### config.mk
export PLATFORM = sky130hd
export DESIGN_NAME = ex_mem_register
export DESIGN_NICKNAME = d
export VERILOG_FILES = /design/src/rtl/cpu_pkg.sv /design/src/rtl/cond_eval.sv /design/src/rtl/ex_mem_register.sv
export SDC_FILE = /design/constraint.sdc
export NUM_CORES = 1
export LEC_CHECK = 0
export ABC_AREA = 1
export ABC_CLOCK_PERIOD_IN_PS = 1500
export BUFFER_PORTS_ARGS = -buffer_cell sky130_fd_sc_hd__buf_2
export CAP_MARGIN = 20
export CORE_UTILIZATION = 45
export DETAILED_ROUTE_END_ITERATION = 12
export PLACE_DENSITY = 0.83
export SYNTH_ARGS = -nofsm -noshare
export SYNTH_HDL_FRONTEND = slang
export SYNTH_SLANG_ARGS = --single-unit
### constraint.sdc
create_clock -name clk -period 1.5 [get_ports clk]
set_clock_uncertainty 0.2 [all_clocks]
set_input_delay 0.075 -clock clk [delete_from_list [all_inputs] [get_ports clk]]
set_output_delay 0.075 -clock clk [all_outputs]
set_load 0.03 [all_outputs]
### src/rtl/cpu_pkg.sv
// Shared CPU definitions: datapath widths, branch condition encoding, EX/MEM control bundle.
// Latency: n/a (types and constants only).
// Backpressure: n/a.
package cpu_pkg;

    localparam int CPU_DATA_W     = 16;
    localparam int CPU_REG_ADDR_W = 4;

    // Branch condition field carried with branch instructions.
    typedef enum logic [1:0] {
        COND_AL = 2'b00,  // always
        COND_EQ = 2'b01,  // Z set
        COND_NE = 2'b10,  // Z clear
        COND_LT = 2'b11   // N set
    } cond_t;

    // Control bits that travel with an instruction into the memory stage.
    typedef struct packed {
        logic regWrite;
        logic memWrite;
        logic memToReg;
    } ex_mem_ctrl_t;

endpackage

### src/rtl/cond_eval.sv
// Branch condition evaluator: maps a condition code and N/Z flags to a taken/not-taken bit.
// Latency: combinational, zero cycles.
// Backpressure: none; pure function of its inputs.
//
// Ports:
//   cond     - 2-bit condition code (cond_t encoding)
//   n, z     - flag values to test against
//   cond_met - 1 when the condition holds
module cond_eval
    import cpu_pkg::*;
(
    input  logic [1:0] cond,
    input  logic       n,
    input  logic       z,
    output logic       cond_met
);

    always_comb begin
        cond_met = 1'b0;
        case (cond_t'(cond))
            COND_AL: cond_met = 1'b1;
            COND_EQ: cond_met = z;
            COND_NE: cond_met = !z;
            COND_LT: cond_met = n;
            default: cond_met = 1'b0;
        endcase
    end

endmodule

### src/rtl/ex_mem_register.sv
// EX/MEM pipeline register with architectural N/Z flag register and branch resolution.
// Latency: one cycle from ex_* inputs to mem_* outputs; flag writes visible the next cycle.
// Backpressure: stall holds every register (flags included); flush inserts a bubble and overrides stall.
//
// Ports:
//   clk, rst                 - core clock, asynchronous active-high reset
//   stall, flush             - hazard unit controls (flush has priority)
//   ex_*                     - execute-stage instruction fields
//   mem_*                    - registered memory-stage copies; control bits are 0 whenever mem_valid=0
//   flagN_q, flagZ_q         - architectural flag register
//   stall_cnt, flush_cnt     - saturating event counters, present only with EX_MEM_PERF_COUNT_EN defined
module ex_mem_register
    import cpu_pkg::*;
#(
    parameter int DATA_W     = CPU_DATA_W,
    parameter int REG_ADDR_W = CPU_REG_ADDR_W
) (
    input  logic                  clk,
    input  logic                  rst,
    input  logic                  stall,
    input  logic                  flush,
    input  logic                  ex_valid,
    input  logic [DATA_W-1:0]     ex_ALUresult,
    input  logic                  ex_flagN,
    input  logic                  ex_flagZ,
    input  logic                  ex_setFlags,
    input  logic [DATA_W-1:0]     ex_storeData,
    input  logic [REG_ADDR_W-1:0] ex_rd,
    input  logic                  ex_regWrite,
    input  logic                  ex_memWrite,
    input  logic                  ex_memToReg,
    input  logic                  ex_branch,
    input  logic [1:0]            ex_cond,
    output logic                  mem_valid,
    output logic [DATA_W-1:0]     mem_ALUresult,
    output logic [DATA_W-1:0]     mem_storeData,
    output logic [REG_ADDR_W-1:0] mem_rd,
    output logic                  mem_regWrite,
    output logic                  mem_memWrite,
    output logic                  mem_memToReg,
    output logic                  mem_branchTaken,
`ifdef EX_MEM_PERF_COUNT_EN
    output logic [DATA_W-1:0]     stall_cnt,
    output logic [DATA_W-1:0]     flush_cnt,
`endif
    output logic                  flagN_q,
    output logic                  flagZ_q
);

    ex_mem_ctrl_t ctrl_d;
    ex_mem_ctrl_t ctrl_q;
    logic         cond_met;
    logic         data_en;

    // Branches are resolved against the flags as they stand before this edge,
    // so a flag-setting branch sees the previous flag values.
    cond_eval u_cond_eval (
        .cond     (ex_cond),
        .n        (flagN_q),
        .z        (flagZ_q),
        .cond_met (cond_met)
    );

    // Control bits are gated with ex_valid so a bubble never carries side effects.
    always_comb begin
        ctrl_d          = '0;
        ctrl_d.regWrite = ex_valid & ex_regWrite;
        ctrl_d.memWrite = ex_valid & ex_memWrite;
        ctrl_d.memToReg = ex_valid & ex_memToReg;
    end

    // Data fields are don't-care under flush, so they load whenever the
    // stage is not held; only a pure stall freezes them.
    assign data_en = !stall || flush;

    always_ff @(posedge clk or posedge rst) begin
        if (rst) begin
            mem_valid       <= 1'b0;
            ctrl_q          <= '0;
            mem_branchTaken <= 1'b0;
            mem_ALUresult   <= '0;
            mem_storeData   <= '0;
            mem_rd          <= '0;
            flagN_q         <= 1'b0;
            flagZ_q         <= 1'b0;
        end else begin
            if (flush) begin
                mem_valid       <= 1'b0;
                ctrl_q          <= '0;
                mem_branchTaken <= 1'b0;
            end else if (!stall) begin
                mem_valid       <= ex_valid;
                ctrl_q          <= ctrl_d;
                mem_branchTaken <= ex_valid & ex_branch & cond_met;
                if (ex_valid && ex_setFlags) begin
                    flagN_q <= ex_flagN;
                    flagZ_q <= ex_flagZ;
                end
            end
            if (data_en) begin
                mem_ALUresult <= ex_ALUresult;
                mem_storeData <= ex_storeData;
                mem_rd        <= ex_rd;
            end
        end
    end

    assign mem_regWrite = ctrl_q.regWrite;
    assign mem_memWrite = ctrl_q.memWrite;
    assign mem_memToReg = ctrl_q.memToReg;

`ifdef EX_MEM_PERF_COUNT_EN
    // Counters stick at all-ones instead of wrapping.
    always_ff @(posedge clk or posedge rst) begin
        if (rst) begin
            stall_cnt <= '0;
            flush_cnt <= '0;
        end else begin
            if (stall && !flush && (stall_cnt != '1)) begin
                stall_cnt <= stall_cnt + DATA_W'(1);
            end
            if (flush && (flush_cnt != '1)) begin
                flush_cnt <= flush_cnt + DATA_W'(1);
            end
        end
    end
`endif

endmodule

==> summary.md, run 1 <==
| Metric | Value |
|---|---|
| Status | `complete, but fails checks` |
| Failing checks | `negative hold slack` |
| Worst setup SP type | `input port` |
| Drt drc | `0` |
| Synth unique cells | `12` |
| RSZ-0062 raised after global routing | `no` |
| Arrival @ worst endpoint | `1440 ps` |
| YS warnings | `0` |
| Met2 Use GR | `0.499` |
| Detailed Route WL | `5240 um` |
| Row cnt | `22` |
| Die area | `0.00428 mm2` |
| Main synth FF type | `dfrtp_1` |
| Max Slew Vio Count | `0` |
| Synth async-reset ratio | `1.00` |
| Layout cells sized above 1 | `0.303` |
| #FFs+latches synth | `43` |
| DR vias/cell | `4.77` |
| Pwr/cell area | `926 mW/mm2` |
| Period utilisation layout | `0.978` |
| Min Hold Slack | `-56.3 ps` |
| Setup TNS | `0 ps` |
| Core area | `roughly 0.0037 mm2` |
| Initial antenna violation count | `0` |
| Max Cap Viol | `0` |
| Final Wtd Congestion | `slightly above 0.7` |
| Crit path kind | `input port to flop` |
| DRT iter0 DRCs | `92` |
| Clock net sink count | `43` |
| Routing usage on met1 | `0.290` |
| CTS Buffer Depth | `2` |
| Met3 Usage GRT | `0.0573` |
| Starting Density | `0.483` |
| Total Routing Usage GR | `0.270` |
| Post-route cell area | `between 0.002 and 0.003 mm2` |
| Clk Latency, worst-skew pair | `290 ps` |
| Syn Nets | `approximately 250` |
| Synth Cell Area | `0.00181 mm2` |
| Clock-pin transition on the worst setup and hold timing paths | `80 ps` |
| Grt ovf | `0` |
| First-pass GRT wire length | `8560 um` |
| Pre-antenna DRT Iters | `4` |
| Largest net degree at the start of global routing | `44` |
| # diodes | `0` |
| Register area share after synthesis | `0.595` |
| Vias in the first global route | `around 2.0k` |
| Nets | `399` |
| Headroom to the max-slew limit | `0.765` |
| Synth cell count leaders | `79 x nand2_1, 44 x nand3_1, 43 x dfrtp_1, 11 x inv_1, 8 x buf_4` |
| IO buf count | `92` |
| Num ports | `93` |
| Mapped Cells | `approximately 200` |
| Number of fill cells | `between 200 and 300` |
| WL/cell | `13.2 um` |
| Number of flops mapped to enable cells by yosys | `0` |
| Total power draw | `2.72 mW` |
| Via count | `1898` |
| Most frequent cell after synthesis | `nand2_1` |
| Synthesized area per cell | `9.09 um2` |
| Post-synth top area cell | `dfrtp_1` |
| Top cells by area, synth | `dfrtp_1 60%, nand2_1 16%, nand3_1 12%` |
| Final Hold Viols | `1` |
| GRT busiest layer | `met2` |
| Actual slew at the worst max-slew pin | `352 ps` |
| Worst vdd ir | `622 uV` |
| CTS tree | `yes` |
| DIE WIDTH | `65.4 um` |
| CTS H-tree depth | `2` |
| Placed instance area | `0.00227 mm2` |
| Die Y | `between 60 and 70 um` |
| Clock period minus worst slack | `1470 ps` |
| Postcts setup bufs | `0` |
| Final ANT Viol Nets | `0` |
| Synth top area share | `0.595` |
| Critical path data required time | `1470 ps` |
| Slack of the critical path | `32.4 ps` |
| DP Worst Slack | `around 380 ps` |
| Area grow syn2layout | `62.4%` |
| CP endpoint kind | `flop` |
| Inserted Clock Buffers | `5` |
| Worst hold-check path type | `input port to flop` |
| CP Max Fanout | `1` |
| Max Freq | `a little under 700 MHz` |
| LEAKAGE | `1.64 nW` |
| HPWL Detailed | `2800 um` |
| Number of setup violations in the final report | `0` |
| Clk root buf | `clkbuf_8` |
metrics by stage:
stage,std cells,utilization
after floorplan,199,-
after global placement,332,0.607
after detailed placement,332,0.607
after CTS,399,0.787
after global routing,398,0.784
final,398,0.784
report_power, final:
group          internal [mW]  switching, mW
Sequential              1.25         0.0586
Combinational          0.292          0.421
Clock                  0.327          0.365
final cells by class:
cell class,instances,area (um2),area share
clock buffer,7,76.3,0.0260
clock inverter,1,5.00,0.00171
inverter,12,47.5,0.0162
multi-input combinational,132,579,0.197
sequential,43,1080,0.367
tap,48,60.1,0.0205
timing repair buffer,155,1090,0.372
state kept, by name, indices dropped and copies added (netlist names):
| register | count |
|---|---|
| mem_branchTaken | 1 |
| flagN_q | 1 |
| mem_memToReg | 1 |
| flagZ_q | 1 |
| mem_regWrite | 1 |
| mem_memWrite | 1 |
| mem_ALUresult | 16 |
| mem_rd | 4 |
| mem_storeData | 16 |
| mem_valid | 1 |
metal layers:
metal / wire [um] / vias to the layer above
li1: - / 929
met1: 1970 / 872
met2: 2820 / 81
met3: 309 / 16
met4: 133 / 0
met5: 0 / -
timing repair:
item | in CTS | in global routing
setup endpoints to repair | 0 | 1
resized for setup | 0 | 0
hold buffers | 59 | 0
hold endpoints to repair | 86 | 0
worst paths after layout:
kind	startpoint	to	slack (ps)	cells after the start
max	ex_rd[2]	mem_rd[2]	30	5
min	ex_valid	mem_memWrite	-60	3
max reg2reg	mem_regWrite	mem_regWrite	70	3
min reg2reg	mem_storeData[2]	mem_storeData[2]	310	2
max in group asynchronous	rst	mem_storeData[6]	730	4
min in group asynchronous	rst	mem_valid	180	4
placed cells by master (no fill, tap or decap), drive strengths merged:
master       Yosys  routed
buf             12      97
clkbuf           0       7
clkinv           0       2
dfrtp           43      43
dlygate4sd3      0      58
inv             12      11
nand2           80      80
nand3           45      45
nor2             2       2
o21ai            5       5
cells by family after synthesis:
group                  Yosys count  share of synthesized area
AND/OR/NAND/NOR                127                      0.307
buffers and inverters           24                     0.0844
AO/OA/AOI/OAI                    5                     0.0138
flip-flops                      43                      0.595
critical path, cell delays in order:
cell,delay [ps]
dlygate4sd3_1,560
buf_2,140
nand2_1,60
nand2_1,60
dlygate4sd3_1,550
No activity file was read; power rests on OpenSTA's default activity.
==> run 2, diff against run 1 <==
Settings changed: ABC_AREA 1 to unset.
==> summary.md, run 2 <==
| Metric | Value |
|---|---|
| Status | `finished clean (was complete, but fails checks)` |
| Postcts setup bufs | `0 (unchanged)` |
| Via count | `1406 (was 1898)` |
| Worst path cell trace | `dlygate4sd3_1 > buf_2 > and4bb_2 > mux2_2 (was dlygate4sd3_1 > buf_2 > nand2_1 > nand2_1 > dlygate4sd3_1)` |
| Multiplexer share of the synthesized area | `0.303 (was 0)` |
| Worst setup path startpoint | `ex_valid (was ex_rd[2])` |
| Layout cells sized above 1 | `0.570 (was 0.303)` |
| DIE WIDTH | `65.6 um (was 65.4 um)` |
| #FFs+latches synth | `43 (unchanged)` |
| Inserted Clock Buffers | `5 (unchanged)` |
| Commonest non-fill, non-tap cells in the layout | `92 x buf_2, 48 x dlygate4sd3_1, 43 x dfrtp_1 (was 92 x buf_2, 79 x nand2_1, 58 x dlygate4sd3_1)` |
| Post-synth top area cell | `dfrtp_1 (unchanged)` |
| Synth cell count leaders | `43 x dfrtp_1, 30 x mux2_4, 8 x mux2_2 (was 79 x nand2_1, 44 x nand3_1, 43 x dfrtp_1, 11 x inv_1, 8 x buf_4)` |
| Period utilisation layout | `0.926 (was 0.978)` |
| Number of setup violations in the final report | `0 (unchanged)` |
| Pre-antenna DRT Iters | `4 (unchanged)` |
| CTS H-tree depth | `2 (unchanged)` |
| Clock period minus worst slack | `1390 ps (was 1470 ps)` |
| Final Hold Viols | `0 (was 1)` |
| Routing usage on met1 | `0.244 (was 0.290)` |
| Slack of the critical path | `111 ps (was 32.4 ps)` |
| Post-synthesis xor/xnor area fraction | `0 (unchanged)` |
| Synth Cell Area | `0.00182 mm2 (was 0.00181 mm2)` |
| Top cells by area, synth | `dfrtp_1 59%, mux2_4 25%, mux2_2 5.0% (was dfrtp_1 60%, nand2_1 16%, nand3_1 12%)` |
| Synth Area in Simple Gates | `0.0344 (was 0.307)` |
| Grt ovf | `0 (unchanged)` |
| Number of flops mapped to enable cells by yosys | `0 (unchanged)` |
| Largest registers | `mem_ALUresult (16), mem_storeData (16), mem_rd (4) (unchanged)` |
| Synth unique cells | `18 (was 12)` |
| DRT iter0 DRCs | `43 (was 92)` |
| Total Routing Usage GR | `0.237 (was 0.270)` |
| First-pass GRT wire length | `7250 um (was 8560 um)` |
| Adder-Cell Fraction of Synth Area | `0 (unchanged)` |
| Fin util | `0.769 (was 0.784)` |
| Internal | `2.03 mW (was 1.87 mW)` |
| Clk root buf | `clkbuf_8 (unchanged)` |
| Vias in the first global route | `1547 (was 1981)` |
| Nets | `300 (was 399)` |
| Worst vdd ir | `609 uV (was 622 uV)` |
| Max Freq | `720 MHz (was 681 MHz)` |
| Num ports | `93 (unchanged)` |
| Worst setup SP type | `input port (unchanged)` |
| Worst path slowest cell | `dlygate4sd3_1 (unchanged)` |
| CP Max Fanout | `4 (was 1)` |
| # diodes | `0 (unchanged)` |
| Met3 Usage GRT | `0.0503 (was 0.0573)` |
| Cell Count Post-Placement | `243 (was 332)` |
| CTS tree | `yes (unchanged)` |
| Row cnt | `22 (unchanged)` |
| Die Y | `65.6 um (was 65.4 um)` |
| DP Worst Slack | `237 ps (was 383 ps)` |
| Syn Nets | `155 (was 249)` |
| Die area | `0.00430 mm2 (was 0.00428 mm2)` |
| Synth async-reset ratio | `1.00 (unchanged)` |
| Comb pwr share | `0.258 (was 0.262)` |
| Max Slew Vio Count | `0 (unchanged)` |
| Clock net sink count | `43 (unchanged)` |
| Met2 Use GR | `0.447 (was 0.499)` |
| Net Sw Frac | `0.282 (was 0.311)` |
| Main synth FF type | `dfrtp_1 (unchanged)` |
| WL/cell | `15.7 um (was 13.2 um)` |
| Clk pwr share | `0.275 (was 0.255)` |
| Core area | `0.00377 mm2 (was 0.00374 mm2)` |
| Drt drc | `0 (unchanged)` |
| Clock-pin transition on the worst setup and hold timing paths | `80 ps (about the same)` |
| Most common cell after layout, fill and taps aside | `buf_2 (unchanged)` |
| CP endpoint kind | `flop (unchanged)` |
| Arrival @ worst endpoint | `1360 ps (was 1440 ps)` |
| Pwr/cell area | `973 mW/mm2 (was 926 mW/mm2)` |
| Worst hold-check path type | `input port to flop (unchanged)` |
| Headroom to the max-slew limit | `0.847 (was 0.765)` |
| Worst r2r src | `flagN_q (was mem_regWrite)` |
| CP peak stage delay | `530 ps (was 560 ps)` |
| Final Wtd Congestion | `0.682 (was 0.710)` |
| Setup TNS | `0 ps (unchanged)` |
| Initial antenna violation count | `0 (unchanged)` |
| IO buf count | `92 (unchanged)` |
| Clk Latency, worst-skew pair | `280 ps (was 290 ps)` |
| Starting Density | `0.482 (was 0.483)` |
| Detailed Route WL | `4690 um (was 5240 um)` |
| Combinational family with the most area after synthesis | `multiplexers (was simple AND/OR/NAND/NOR gates)` |
| Placed instance area | `0.00232 mm2 (was 0.00227 mm2)` |
| Min Hold Slack | `28.6 ps (was -56.3 ps)` |
| Most frequent cell after synthesis | `dfrtp_1 (was nand2_1)` |
| Hold Crit Start | `stall (was ex_valid)` |
| Synthesized area per cell | `17.3 um2 (was 9.09 um2)` |
| Cell family contributing the most delay on the critical path | `buffers and inverters (unchanged)` |
| HPWL Detailed | `2300 um (was 2800 um)` |
| Crit path kind | `input port to flop (unchanged)` |
| RSZ-0062 raised after global routing | `no (unchanged)` |
| Total power draw | `2.82 mW (was 2.72 mW)` |
| Synth top area share | `0.592 (was 0.595)` |
| LEAKAGE | `1.51 nW (was 1.64 nW)` |
| CTS Buffer Depth | `2 (unchanged)` |
| R2r setup slk | `280 ps (was 70 ps)` |
| Max Cap Viol | `0 (unchanged)` |
| Share of the synthesized area in compound gates (AO/OA/AOI/OAI) | `0.0213 (was 0.0138)` |
| Sequential power share | `0.468 (was 0.483)` |
| YS warnings | `0 (unchanged)` |
| Post-route cell area | `0.00290 mm2 (was 0.00294 mm2)` |
| Largest net degree at the start of global routing | `44 (unchanged)` |
| Final std cells w/o fill | `299 (was 398)` |
| Actual slew at the worst max-slew pin | `229 ps (was 352 ps)` |
| Register area share after synthesis | `0.592 (was 0.595)` |
| Mapped Cells | `105 (was 199)` |
| GRT busiest layer | `met2 (unchanged)` |
| DR vias/cell | `4.70 (was 4.77)` |
| Switch Pwr | `797 uW (was 844 uW)` |
| Final ANT Viol Nets | `0 (unchanged)` |
| Area grow syn2layout | `59.5% (was 62.4%)` |
| Crit path buffers/inverters | `2 (was 3)` |
| Critical path data required time | `1470 ps (about the same)` |
-- run 2: changes by cell type after synthesis, sizes merged, moves of 2 or more --
cell   previous run  this run
a22oi             0         2
a21oi             0         3
buf              12         5
o21ai             5         0
mux2              0        38
inv              12         2
nand3            45         1
nand2            80         2
-- run 2: cell families after synthesis --
kind of cell,count (synthesis)
buffers and inverters,7
DFF,43
AOI/OAI and AO/OA,6
muxes,39
and+or+nand+nor,10
-- run 2: metal layers --
| metal | wire length [um] | part of all wire |
|---|---|---|
| met1 | 1710 | 0.37 |
| met2 | 2580 | 0.55 |
| met3 | 264 | 0.056 |
| met4 | 127 | 0.027 |
| met5 | 0 | 0 |
-- run 2: path summary, 6_finish.rpt --
kind | end | depth (start not counted)
worst max-delay path | flagZ_q | 4
worst min-delay path | mem_memToReg | 4
max in group asynchronous | mem_ALUresult[6] | 4
worst max register to register | mem_branchTaken | 3
worst min register to register | mem_ALUresult[0] | 1
min in group asynchronous | mem_memWrite | 4
-- run 2: cell type report --
| cell class | instances | area, um2 |
|---|---|---|
| multi-input combinational | 55 | 656 |
| inverter | 2 | 7.51 |
| sequential | 43 | 1080 |
| tap | 48 | 60.1 |
| fill | 231 | 871 |
| clock buffer | 8 | 100 |
| timing repair buffer | 143 | 1000 |
-- run 2: tightest hold or removal path, stage by stage --
cell,delay (ps)
buf_2,160
inv_1,80
nand3_1,100
a21oi_2,60
-- run 2: power by group through the flow --
stage                     logic, mW  registers [mW]  clock network [mW]
after CTS                     0.713            1.31               0.792
final                         0.727            1.32               0.775
after floorplan               0.222            1.53                   0
after global placement        0.606            1.33                   0
after detailed placement      0.617            1.33                   0
after global routing          0.765            1.33               0.849
-- run 2: what timing repair did --
item,in CTS,in global routing
hold buffers,49,0
endpoints found under the setup margin,0,1
resized for setup,0,1
endpoints found under the hold margin,86,0
==> run 3, diff against run 2 <==
Settings changed: CORE_MARGIN set to 2.
==> summary.md, run 3 (same netlist as run 2, synthesis figures left out) <==
| Metric | Value |
|---|---|
| Status | `complete, but fails checks (was finished clean)` |
| Failing checks | `negative hold slack` |
| Vias in the first global route | `1465 (was 1547)` |
| Num ports | `93 (unchanged)` |
| DR vias/cell | `4.67 (was 4.70)` |
| Crit path kind | `flop to flop (was input port to flop)` |
| GRT busiest layer | `met2 (unchanged)` |
| Period utilisation layout | `0.918 (was 0.926)` |
| Pre-antenna DRT Iters | `3 (was 4)` |
| Final Wtd Congestion | `0.728 (was 0.682)` |
| Internal | `2.26 mW (was 2.03 mW)` |
| Clk root buf | `clkbuf_8 (unchanged)` |
| IO buf count | `92 (unchanged)` |
| Core area | `0.00394 mm2 (was 0.00377 mm2)` |
| Drt drc | `0 (unchanged)` |
| DRT iter0 DRCs | `52 (was 43)` |
| Worst setup SP type | `flop (was input port)` |
| Number of setup violations in the final report | `0 (unchanged)` |
| Arrival @ worst endpoint | `1350 ps (was 1360 ps)` |
| Final Hold Viols | `1 (was 0)` |
| Final std cells w/o fill | `299 (unchanged)` |
| # diodes | `0 (unchanged)` |
| Actual slew at the worst max-slew pin | `261 ps (was 229 ps)` |
| Cell Count Post-Placement | `245 (was 243)` |
| Max Cap Viol | `0 (unchanged)` |
| Max Freq | `726 MHz (was 720 MHz)` |
| Inserted Clock Buffers | `5 (unchanged)` |
| Switch Pwr | `805 uW (was 797 uW)` |
| Setup TNS | `0 ps (unchanged)` |
| Largest registers | `mem_ALUresult (16), mem_storeData (16), mem_rd (4) (unchanged)` |
| Final ANT Viol Nets | `0 (unchanged)` |
| Via count | `1397 (was 1406)` |
| CTS Buffer Depth | `2 (unchanged)` |
| Layout cells sized above 1 | `0.570 (about the same)` |
| Row cnt | `23 (was 22)` |
| Clock-pin transition on the worst setup and hold timing paths | `70 ps (was 80 ps)` |
| Detailed Route WL | `4530 um (was 4690 um)` |
| Commonest non-fill, non-tap cells in the layout | `92 x buf_2, 46 x dlygate4sd3_1, 43 x dfrtp_1 (was 92 x buf_2, 48 x dlygate4sd3_1, 43 x dfrtp_1)` |
| Grt ovf | `0 (unchanged)` |
| First-pass GRT wire length | `6800 um (was 7250 um)` |
| Area grow syn2layout | `59.5% (about the same)` |
| Headroom to the max-slew limit | `0.826 (was 0.847)` |
| Clk Latency, worst-skew pair | `290 ps (was 280 ps)` |
| Most common cell after layout, fill and taps aside | `buf_2 (unchanged)` |
| CP endpoint kind | `flop (unchanged)` |
| Total Routing Usage GR | `0.206 (was 0.237)` |
| CP Max Fanout | `2 (was 4)` |
| Die Y | `67.6 um (was 65.6 um)` |
| CTS tree | `yes (unchanged)` |
| Largest net degree at the start of global routing | `44 (unchanged)` |
| Net Sw Frac | `0.262 (was 0.282)` |
| LEAKAGE | `1.51 nW (about the same)` |
| Routing usage on met1 | `0.218 (was 0.244)` |
| Total power draw | `3.07 mW (was 2.82 mW)` |
| Met2 Use GR | `0.381 (was 0.447)` |
| Sequential power share | `0.429 (was 0.468)` |
| RSZ-0062 raised after global routing | `no (unchanged)` |
| Clk pwr share | `0.338 (was 0.275)` |
| Clock net sink count | `43 (unchanged)` |
| Max Slew Vio Count | `0 (unchanged)` |
| Min Hold Slack | `-10.6 ps (was 28.6 ps)` |
| Worst vdd ir | `717 uV (was 609 uV)` |
| WL/cell | `15.2 um (was 15.7 um)` |
| Comb pwr share | `0.232 (was 0.258)` |
| Worst hold-check path type | `input port to flop (unchanged)` |
| Met3 Usage GRT | `0.0567 (was 0.0503)` |
| Clock period minus worst slack | `1380 ps (was 1390 ps)` |
| Pwr/cell area | `1060 mW/mm2 (was 973 mW/mm2)` |
| Postcts setup bufs | `0 (unchanged)` |
| Critical path data required time | `1470 ps (about the same)` |
| DIE WIDTH | `67.6 um (was 65.6 um)` |
| Initial antenna violation count | `0 (unchanged)` |
| Die area | `0.00456 mm2 (was 0.00430 mm2)` |
| Starting Density | `0.461 (was 0.482)` |
| HPWL Detailed | `2670 um (was 2300 um)` |
| Nets | `298 (was 300)` |
| CTS H-tree depth | `2 (unchanged)` |
## run 3: final cells by class
class | count | area [um2]
flip-flops and latches | 43 | 1080
fillers | 266 | 1040
repair buffers | 141 | 968
clock inverters | 2 | 60.1
multi-input cells | 55 | 652
clock buffers | 6 | 72.6
inverters | 2 | 7.51
well taps | 50 | 62.6
## run 3: final timing paths
path	depth (start not counted)	slack [ps]	to	from
setup / recovery	3	120	mem_memToReg	mem_memToReg
hold / removal	3	-10	mem_memWrite	stall
setup reg to reg	3	120	mem_memToReg	mem_memToReg
hold reg to reg	1	310	mem_ALUresult[8]	mem_ALUresult[8]
max in group asynchronous	4	740	mem_ALUresult[14]	rst
min in group asynchronous	4	160	mem_storeData[3]	rst
## run 3: critical path: stages, from the launching register on
cell and delay [ps]:
dfrtp_1 390, nand2_1 70, a21oi_1 60, dlygate4sd3_1 550
## run 3: metrics by stage
step | hold WS (ps) | util | cell area, um2 | worst slack [ps]
after floorplan | -61.9 | - | 1820 | 222
after global placement | -74.2 | 0.585 | 2310 | 216
after detailed placement | -71.4 | 0.585 | 2310 | 199
after CTS | 15.5 | 0.740 | 2920 | 34.0
after global routing | 38.3 | 0.735 | 2900 | 75.8
final | -10.6 | 0.735 | 2900 | 122
## run 3: timing repair
item	CTS	global route
hold buffers	48	1
endpoints found under the setup margin	0	3
resized for setup	0	0
hold endpoints to repair	86	4
## run 3: power groups by stage
stage	Combinational, mW	Clock (mW)	Sequential [mW]
6_report	0.713	1.04	1.32
5_1_grt	0.758	1.12	1.33
4_1_cts	0.716	1.06	1.32
3_5_place_dp	0.618	0	1.34
3_3_place_gp	0.606	0	1.33
2_1_floorplan	0.222	0	1.53
## run 3: per-layer routing
layer	wire length, um	up-vias	part of all wire
met3	330	12	0.073
met2	2360	62	0.52
li1	-	652	-
met4	112	0	0.025
met1	1730	671	0.38
met5	0	-	0
